`config.mk`:
```
export PLATFORM = sky130hd
export DESIGN_NAME = clock_ratio_meter_flat
export DESIGN_NICKNAME = d
export VERILOG_FILES = /design/src/rtl/clock_ratio_meter_pkg.sv /design/src/rtl/clock_ratio_meter_if.sv /design/src/rtl/clock_ratio_meter_sync_edge_detect.sv /design/src/rtl/clock_ratio_meter.sv /design/src/flat_wrapper.sv
export SDC_FILE = /design/constraint.sdc
export NUM_CORES = 1
export LEC_CHECK = 0
export CORE_ASPECT_RATIO = 0.9
export CORE_MARGIN = 8
export CORE_UTILIZATION = 38
export CTS_CLUSTER_DIAMETER = 150
export DETAILED_ROUTE_END_ITERATION = 8
export PLACE_DENSITY_LB_ADDON = 0.3
export SYNTH_ARGS = -nofsm -noshare
export SYNTH_HDL_FRONTEND = slang
export SYNTH_SLANG_ARGS = --single-unit
```
`constraint.sdc`:
```
create_clock -name clk_in -period 4.5 [get_ports clk_in]
set_clock_uncertainty 0.15 [all_clocks]
set_input_delay 0.9 -clock clk_in [delete_from_list [all_inputs] [get_ports clk_in]]
set_output_delay 0.9 -clock clk_in [all_outputs]
set_load 0.05 [all_outputs]
```
`src/rtl/clock_ratio_meter_pkg.sv`:
```
// Shared types and constants for the clock ratio meter: FSM states, counter saturation
// value and averaging depth.
package clock_ratio_meter_pkg;

    typedef enum logic [1:0] {
        ST_IDLE    = 2'd0,
        ST_ARM     = 2'd1,
        ST_MEASURE = 2'd2
    } meter_state_e;

    localparam int unsigned AVG_DEPTH = 4;
    localparam int unsigned AVG_SHIFT = 2;

    // All-ones value of the (width+1)-bit period counter.
    function automatic int unsigned sat_value(input int unsigned width);
        return (32'd1 << (width + 32'd1)) - 32'd1;
    endfunction

endpackage

```
`src/rtl/clock_ratio_meter_if.sv`:
```
// Control and result bundle of the clock ratio meter; master is the meter itself,
// slave is the block that drives the clock under test and consumes the results.
interface clock_ratio_meter_if #(
    parameter int unsigned WIDTH = 8
);
    logic             enable;
    logic             sig_in;
    logic [WIDTH:0]   period;
    logic [WIDTH:0]   high_time;
    logic [WIDTH-1:0] div_est;
    logic             valid;
    logic             locked;
    logic             timeout;
    logic             range_err;

    modport master (
        input  enable, sig_in,
        output period, high_time, div_est, valid, locked, timeout, range_err
    );

    modport slave (
        output enable, sig_in,
        input  period, high_time, div_est, valid, locked, timeout, range_err
    );
endinterface

```
`src/rtl/clock_ratio_meter_sync_edge_detect.sv`:
```
// Multi-flop synchronizer for an asynchronous level with single-cycle rise/fall pulses
// in the destination clock domain.
module sync_edge_detect #(
    parameter int unsigned STAGES = 2
) (
    input  logic clk_in,
    input  logic reset,
    input  logic sig_async,
    output logic rise_c,
    output logic fall_c
);

    logic [STAGES-1:0] sync_q;
    logic              prev_q;

    always_ff @(posedge clk_in or posedge reset) begin
        if (reset) begin
            sync_q <= '0;
            prev_q <= 1'b0;
        end else begin
            sync_q <= {sync_q[STAGES-2:0], sig_async};
            prev_q <= sync_q[STAGES-1];
        end
    end

    assign rise_c = sync_q[STAGES-1] & ~prev_q;
    assign fall_c = ~sync_q[STAGES-1] & prev_q;

endmodule

```
`src/rtl/clock_ratio_meter.sv`:
```
// Measures period, high time and equivalent divisor of an asynchronous clock in clk_in
// cycles. Define CLOCK_RATIO_METER_AVG_EN to report the average of every 4 periods.
module clock_ratio_meter
    import clock_ratio_meter_pkg::*;
#(
    parameter int unsigned WIDTH       = 8,
    parameter int unsigned SYNC_STAGES = 2
) (
    input  logic                clk_in,
    input  logic                reset,
    clock_ratio_meter_if.master bus
);

    localparam int unsigned   CW         = WIDTH + 1;
    localparam logic [CW-1:0] SAT        = CW'(sat_value(WIDTH));
    localparam logic [CW-1:0] MAX_PERIOD = CW'(32'd1 << WIDTH);

    meter_state_e     state_q, state_nxt;
    logic [CW-1:0]    cnt_q, cnt_nxt;
    logic [CW-1:0]    hcnt_q, hcnt_nxt;
    logic             fall_seen_q, fall_seen_nxt;
    logic [CW-1:0]    last_raw_q, last_raw_nxt;
    logic             have_last_q, have_last_nxt;
    logic [CW-1:0]    period_q, period_nxt;
    logic [CW-1:0]    high_q, high_nxt;
    logic [WIDTH-1:0] div_q, div_nxt;
    logic             valid_q, valid_nxt;
    logic             locked_q, locked_nxt;
    logic             timeout_q, timeout_nxt;
    logic             range_q, range_nxt;
    logic [CW-1:0]    meas_high_c;
    logic             rise_c, fall_c;

`ifdef CLOCK_RATIO_METER_AVG_EN
    localparam int unsigned AW = WIDTH + 3;
    localparam int unsigned PW = $clog2(AVG_DEPTH);

    logic [AW-1:0] acc_q, acc_nxt;
    logic [AW-1:0] hacc_q, hacc_nxt;
    logic [PW-1:0] phase_q, phase_nxt;
    logic [AW-1:0] sum_c, hsum_c;
    logic [CW-1:0] avg_c;
`endif

    function automatic logic out_of_range(input logic [CW-1:0] p);
        return (p < CW'(2)) || (p > MAX_PERIOD);
    endfunction

    sync_edge_detect #(
        .STAGES (SYNC_STAGES)
    ) u_sync (
        .clk_in    (clk_in),
        .reset     (reset),
        .sig_async (bus.sig_in),
        .rise_c    (rise_c),
        .fall_c    (fall_c)
    );

    // Next-state and next-value logic for the FSM and its measurement registers.
    always_comb begin
        state_nxt     = state_q;
        cnt_nxt       = cnt_q;
        hcnt_nxt      = hcnt_q;
        fall_seen_nxt = fall_seen_q;
        last_raw_nxt  = last_raw_q;
        have_last_nxt = have_last_q;
        period_nxt    = period_q;
        high_nxt      = high_q;
        div_nxt       = div_q;
        valid_nxt     = 1'b0;
        locked_nxt    = locked_q;
        timeout_nxt   = timeout_q;
        range_nxt     = range_q;
        meas_high_c   = fall_seen_q ? hcnt_q : cnt_q;
`ifdef CLOCK_RATIO_METER_AVG_EN
        acc_nxt   = acc_q;
        hacc_nxt  = hacc_q;
        phase_nxt = phase_q;
        sum_c     = acc_q + AW'(cnt_q);
        hsum_c    = hacc_q + AW'(meas_high_c);
        avg_c     = CW'(sum_c >> AVG_SHIFT);
`endif

        case (state_q)
            ST_IDLE: begin
                if (bus.enable) begin
                    state_nxt = ST_ARM;
                end
            end
            ST_ARM: begin
                if (rise_c) begin
                    cnt_nxt       = CW'(1);
                    hcnt_nxt      = '0;
                    fall_seen_nxt = 1'b0;
                    timeout_nxt   = 1'b0;
                    state_nxt     = ST_MEASURE;
                end
            end
            ST_MEASURE: begin
                // A rise in the saturation cycle still closes the measurement.
                if (rise_c) begin
                    cnt_nxt       = CW'(1);
                    hcnt_nxt      = '0;
                    fall_seen_nxt = 1'b0;
                    locked_nxt    = have_last_q && (cnt_q == last_raw_q);
                    last_raw_nxt  = cnt_q;
                    have_last_nxt = 1'b1;
`ifdef CLOCK_RATIO_METER_AVG_EN
                    if (phase_q == PW'(AVG_DEPTH - 1)) begin
                        period_nxt = avg_c;
                        high_nxt   = CW'(hsum_c >> AVG_SHIFT);
                        div_nxt    = WIDTH'(avg_c - CW'(1));
                        valid_nxt  = 1'b1;
                        range_nxt  = out_of_range(avg_c);
                        acc_nxt    = '0;
                        hacc_nxt   = '0;
                        phase_nxt  = '0;
                    end else begin
                        acc_nxt    = sum_c;
                        hacc_nxt   = hsum_c;
                        phase_nxt  = phase_q + PW'(1);
                    end
`else
                    period_nxt = cnt_q;
                    high_nxt   = meas_high_c;
                    div_nxt    = WIDTH'(cnt_q - CW'(1));
                    valid_nxt  = 1'b1;
                    range_nxt  = out_of_range(cnt_q);
`endif
                end else if (cnt_q == SAT) begin
                    timeout_nxt   = 1'b1;
                    locked_nxt    = 1'b0;
                    have_last_nxt = 1'b0;
                    cnt_nxt       = '0;
                    hcnt_nxt      = '0;
                    fall_seen_nxt = 1'b0;
                    state_nxt     = ST_ARM;
`ifdef CLOCK_RATIO_METER_AVG_EN
                    acc_nxt   = '0;
                    hacc_nxt  = '0;
                    phase_nxt = '0;
`endif
                end else begin
                    cnt_nxt = cnt_q + CW'(1);
                    if (fall_c) begin
                        hcnt_nxt      = cnt_q;
                        fall_seen_nxt = 1'b1;
                    end
                end
            end
            default: state_nxt = ST_IDLE;
        endcase

        // Disable overrides everything; results keep their last values.
        if (!bus.enable) begin
            state_nxt     = ST_IDLE;
            cnt_nxt       = '0;
            hcnt_nxt      = '0;
            fall_seen_nxt = 1'b0;
            have_last_nxt = 1'b0;
            valid_nxt     = 1'b0;
            locked_nxt    = 1'b0;
            timeout_nxt   = 1'b0;
            range_nxt     = 1'b0;
`ifdef CLOCK_RATIO_METER_AVG_EN
            acc_nxt   = '0;
            hacc_nxt  = '0;
            phase_nxt = '0;
`endif
        end
    end

    // State and measurement registers.
    always_ff @(posedge clk_in or posedge reset) begin
        if (reset) begin
            state_q     <= ST_IDLE;
            cnt_q       <= '0;
            hcnt_q      <= '0;
            fall_seen_q <= 1'b0;
            last_raw_q  <= '0;
            have_last_q <= 1'b0;
            period_q    <= '0;
            high_q      <= '0;
            div_q       <= '0;
            valid_q     <= 1'b0;
            locked_q    <= 1'b0;
            timeout_q   <= 1'b0;
            range_q     <= 1'b0;
`ifdef CLOCK_RATIO_METER_AVG_EN
            acc_q   <= '0;
            hacc_q  <= '0;
            phase_q <= '0;
`endif
        end else begin
            state_q     <= state_nxt;
            cnt_q       <= cnt_nxt;
            hcnt_q      <= hcnt_nxt;
            fall_seen_q <= fall_seen_nxt;
            last_raw_q  <= last_raw_nxt;
            have_last_q <= have_last_nxt;
            period_q    <= period_nxt;
            high_q      <= high_nxt;
            div_q       <= div_nxt;
            valid_q     <= valid_nxt;
            locked_q    <= locked_nxt;
            timeout_q   <= timeout_nxt;
            range_q     <= range_nxt;
`ifdef CLOCK_RATIO_METER_AVG_EN
            acc_q   <= acc_nxt;
            hacc_q  <= hacc_nxt;
            phase_q <= phase_nxt;
`endif
        end
    end

    assign bus.period    = period_q;
    assign bus.high_time = high_q;
    assign bus.div_est   = div_q;
    assign bus.valid     = valid_q;
    assign bus.locked    = locked_q;
    assign bus.timeout   = timeout_q;
    assign bus.range_err = range_q;

endmodule

```
`src/flat_wrapper.sv`:
```
// flat-port wrapper written by rule: the top's interface ports become plain ports
module clock_ratio_meter_flat import clock_ratio_meter_pkg::*;
#(
    parameter int unsigned WIDTH       = 8,
    parameter int unsigned SYNC_STAGES = 2
)
  (clk_in, reset, bus_enable, bus_sig_in, bus_period, bus_high_time, bus_div_est, bus_valid, bus_locked, bus_timeout, bus_range_err);
  clock_ratio_meter_if #(.WIDTH(WIDTH)) bus_i ();
  input  logic clk_in;
  input  logic reset;
  input wire logic [$bits(bus_i.enable)-1:0] bus_enable;
  input wire logic [$bits(bus_i.sig_in)-1:0] bus_sig_in;
  output wire logic [$bits(bus_i.period)-1:0] bus_period;
  output wire logic [$bits(bus_i.high_time)-1:0] bus_high_time;
  output wire logic [$bits(bus_i.div_est)-1:0] bus_div_est;
  output wire logic [$bits(bus_i.valid)-1:0] bus_valid;
  output wire logic [$bits(bus_i.locked)-1:0] bus_locked;
  output wire logic [$bits(bus_i.timeout)-1:0] bus_timeout;
  output wire logic [$bits(bus_i.range_err)-1:0] bus_range_err;
  assign bus_i.enable = bus_enable;
  assign bus_i.sig_in = bus_sig_in;
  assign bus_period = bus_i.period;
  assign bus_high_time = bus_i.high_time;
  assign bus_div_est = bus_i.div_est;
  assign bus_valid = bus_i.valid;
  assign bus_locked = bus_i.locked;
  assign bus_timeout = bus_i.timeout;
  assign bus_range_err = bus_i.range_err;
  clock_ratio_meter #(.WIDTH(WIDTH), .SYNC_STAGES(SYNC_STAGES)) u_core (.clk_in(clk_in), .reset(reset), .bus(bus_i));
endmodule
```
==> flow_metrics.tcl <==
set metrics [dict create \
    status "completed" \
    postCtsSetupRepairBufs 0 \
    worst-path-buf-inv 1 \
    port_buffers 33 \
    areaGrowthSynthToFinish_pct 15.2 \
    first_pass_iters 4 \
    clk_latency_ns 0.31 \
    path_cells "clkdlybuf4s50_1" \
    cts.clk_slew.worst_paths_ns 0.10 \
    vias 1834 \
    synth.distinct_cells 46 \
    yosys.area.top_type "dfrtp_1" \
    slew_headroom 0.364 \
    cpMaxStageDelayCell "clkdlybuf4s50_1" \
    hold_viol 0 \
    syn-instance-count 255 \
    cts_buffers 5 \
    synth_top_cell_area_share 0.503 \
    netlist_top_cells_area "dfrtp_1, xnor2_1, a21oi_1" \
    cp-start-kind "flip-flop" \
    initial_utilization 0.390 \
    dpl-instance-area_mm2 0.00306 \
    p_leak_nw 1.31 \
    tightestPinTransition_ns 0.951 \
    seqCellArea_mm2 0.00138 \
    ys_ff_latch 55 \
    die_y_um 96.5 \
    numClockSinks 55 \
    gp_congestion 0.782 \
    cts_tree "built" \
    grt_pass1_vias 1854 \
    drive_gt1_frac 0.0873 \
    htreeDepth 2 \
    final_cell_area_mm2 0.00315 \
    synth.top_cells.by_count "dfrtp_1, nor2_1, a21oi_1" \
    fin_crit_ns 2.57 \
    cp.arrival_ns 1.52 \
    cts_hold_buf 0 \
    wl_per_cell_um 15.2 \
    ioPinCount 34 \
    synth_area_mm2 0.00273 \
    num_rows 29 \
    avgSynthCellArea_um2 10.7 \
    p_per_area_mw_per_mm2 404 \
    antenna_found_initial 0 \
    clockBufferDepth 2 \
    slew_viol_final 0 \
    seq_area_frac_synth 0.503 \
    drc_errors 0 \
    grt_pass1_wl_mm 9.40 \
    fp.coreArea_mm2 0.00700 \
    multi_input_area_mm2 0.00120 \
    async_flop_share 1.00 \
    final_net_count 284 \
    maxCapViolCount 0 \
    die_w_um 105 \
    ctsResizeCount 0 \
    n_fill_cell 681 \
    yosys_warnings 0 \
    clockRootBuffer "clkbuf_8" \
    num_antenna_cells 0 \
    timing.setup.tns_ns 0 \
    finalSetupViolations 0 \
    min_path_type "flip-flop to flip-flop" \
    route.antenna.remaining_nets 0 \
    syn_nets 265 \
    finalCritPeriodShare 0.572 \
    timing.fmax_mhz 389 \
    path_delay_family "buffers and inverters" \
    critPathMaxStageDelay_ns 0.83 \
    postRouteWirelength_mm 5.60 \
    die_area_mm2 0.0102 \
    end_kind "output pin" \
    overflow 0 \
    grt_start_max_net_pins 46 \
    dp_hpwl_mm 3.94 \
    grt.total_usage 0.115 \
    synth_edf_count 0 \
    path_class "flip-flop to output pin" \
    crit_required_ns 3.45 \
    grt_setup_unrepaired "false" \
    ys.flop_type "dfrtp_1" \
    yosysMostFrequentCell "dfrtp_1" \
    cp_max_fo 3 \
    via_per_inst 4.98 \
    drt_iter0_drc 77 \
    ir_drop_uv 147 \
]
## worst paths after layout
check	startpoint	end	slack (ns)	cells past startpoint
max	u_core.last_raw_q[4]$_DFFE_PP0P_	bus_period[4]	1.93	1
min	u_core.u_sync.sync_q[0]$_DFF_PP0_	u_core.u_sync.sync_q[1]$_DFF_PP0_	0.22	0
max reg2reg	u_core.cnt_q[0]$_DFFE_PP0P_	u_core.hcnt_q[1]$_DFFE_PP0P_	2.07	7
min reg2reg	u_core.u_sync.sync_q[0]$_DFF_PP0_	u_core.u_sync.sync_q[1]$_DFF_PP0_	0.22	0
max in group asynchronous	reset	u_core.u_sync.prev_q$_DFF_PP0_	2.55	3
min in group asynchronous	reset	u_core.bus.high_time[0]$_DFFE_PP0P_	0.89	2
## report_power, final
part	leakage, nW	switching (W)	total, W	internal [W]
logic	0.540	0.000264	0.000402	0.000137
clock network	0.0418	0.000168	0.000280	0.000112
registers	0.729	0.0000431	0.000591	0.000548
## state kept, by name (all words and copies together), names as in the netlist, 2 cells and up
signal,flops
u_core.hcnt_q,9
u_core.bus.div_est,8
u_core.bus.high_time,9
u_core.cnt_q,9
u_core.u_sync.sync_q,2
u_core.state_q,2
u_core.last_raw_q,9
## cells by family after synthesis
kind of cell               Yosys count  synth area share
xor gates and xnor gates            20            0.0641
AOI/OAI and AO/OA                   50             0.119
muxes                               20            0.0792
adders and majority gates            6            0.0275
buffers and inverters               29            0.0558
and+or+nand+nor                     75             0.151
DFF                                 55             0.503
## layout make-up
class | instances | area share
inverters | 7 | 0.00834
repair buffers | 34 | 0.107
flip-flops and latches | 55 | 0.437
clock buffers | 6 | 0.0230
well taps | 93 | 0.0369
multi-input cells | 171 | 0.382
clock inverters | 2 | 0.00516
## placed cells by master, fill, tap and decap left out, drive strengths merged
master         synthesis  routed
a21boi                 4       4
a21o                   1       1
a21oi                 21      21
a22o                   8       8
a311oi                 2       2
a31o                   1       1
a31oi                  3       3
and3                   3       3
buf                   18       1
clkbuf                 4       6
clkdlybuf4s50          0      33
clkinvlp               0       1
dfrtp                 55      55
ha                     6       6
inv                    7       8
mux2                  10      10
mux2i                 10      10
nand2                 13      13
nand2b                 2       2
nand3                  5       5
nand3b                 1       1
nand4                  8       8
nand4bb                1       1
nor2                  28      28
nor2b                  6       6
nor3                   1       1
nor3b                  3       3
nor4                   3       3
nor4b                  1       1
o211ai                 2       2
o21a                   1       1
o21ai                  6       6
o31ai                  1       1
xnor2                 18      18
xor2                   2       2
## per-layer routing
layer  part of all wire  GRT usage  vias to the layer above
met5                  0          0                        -
met4              0.010     0.0285                        0
li1                   -          -                      918
met3              0.047     0.0312                        7
met2               0.45      0.178                       34
met1               0.50      0.156                      875
## stage by stage
stage               utilization  setup WS, ns  total power (W)  hold slack, ns  std cells
detailed placement        0.437          1.68          0.00101           0.192        360
global route              0.450          1.86          0.00134           0.235        368
floorplan                     -          2.11         0.000878           0.181        255
global placement          0.437          1.72          0.00101           0.185        360
CTS                       0.450          1.90          0.00129           0.223        368
finish                    0.450          1.93          0.00127           0.221        368
No activity file was read; power rests on OpenSTA's default activity.
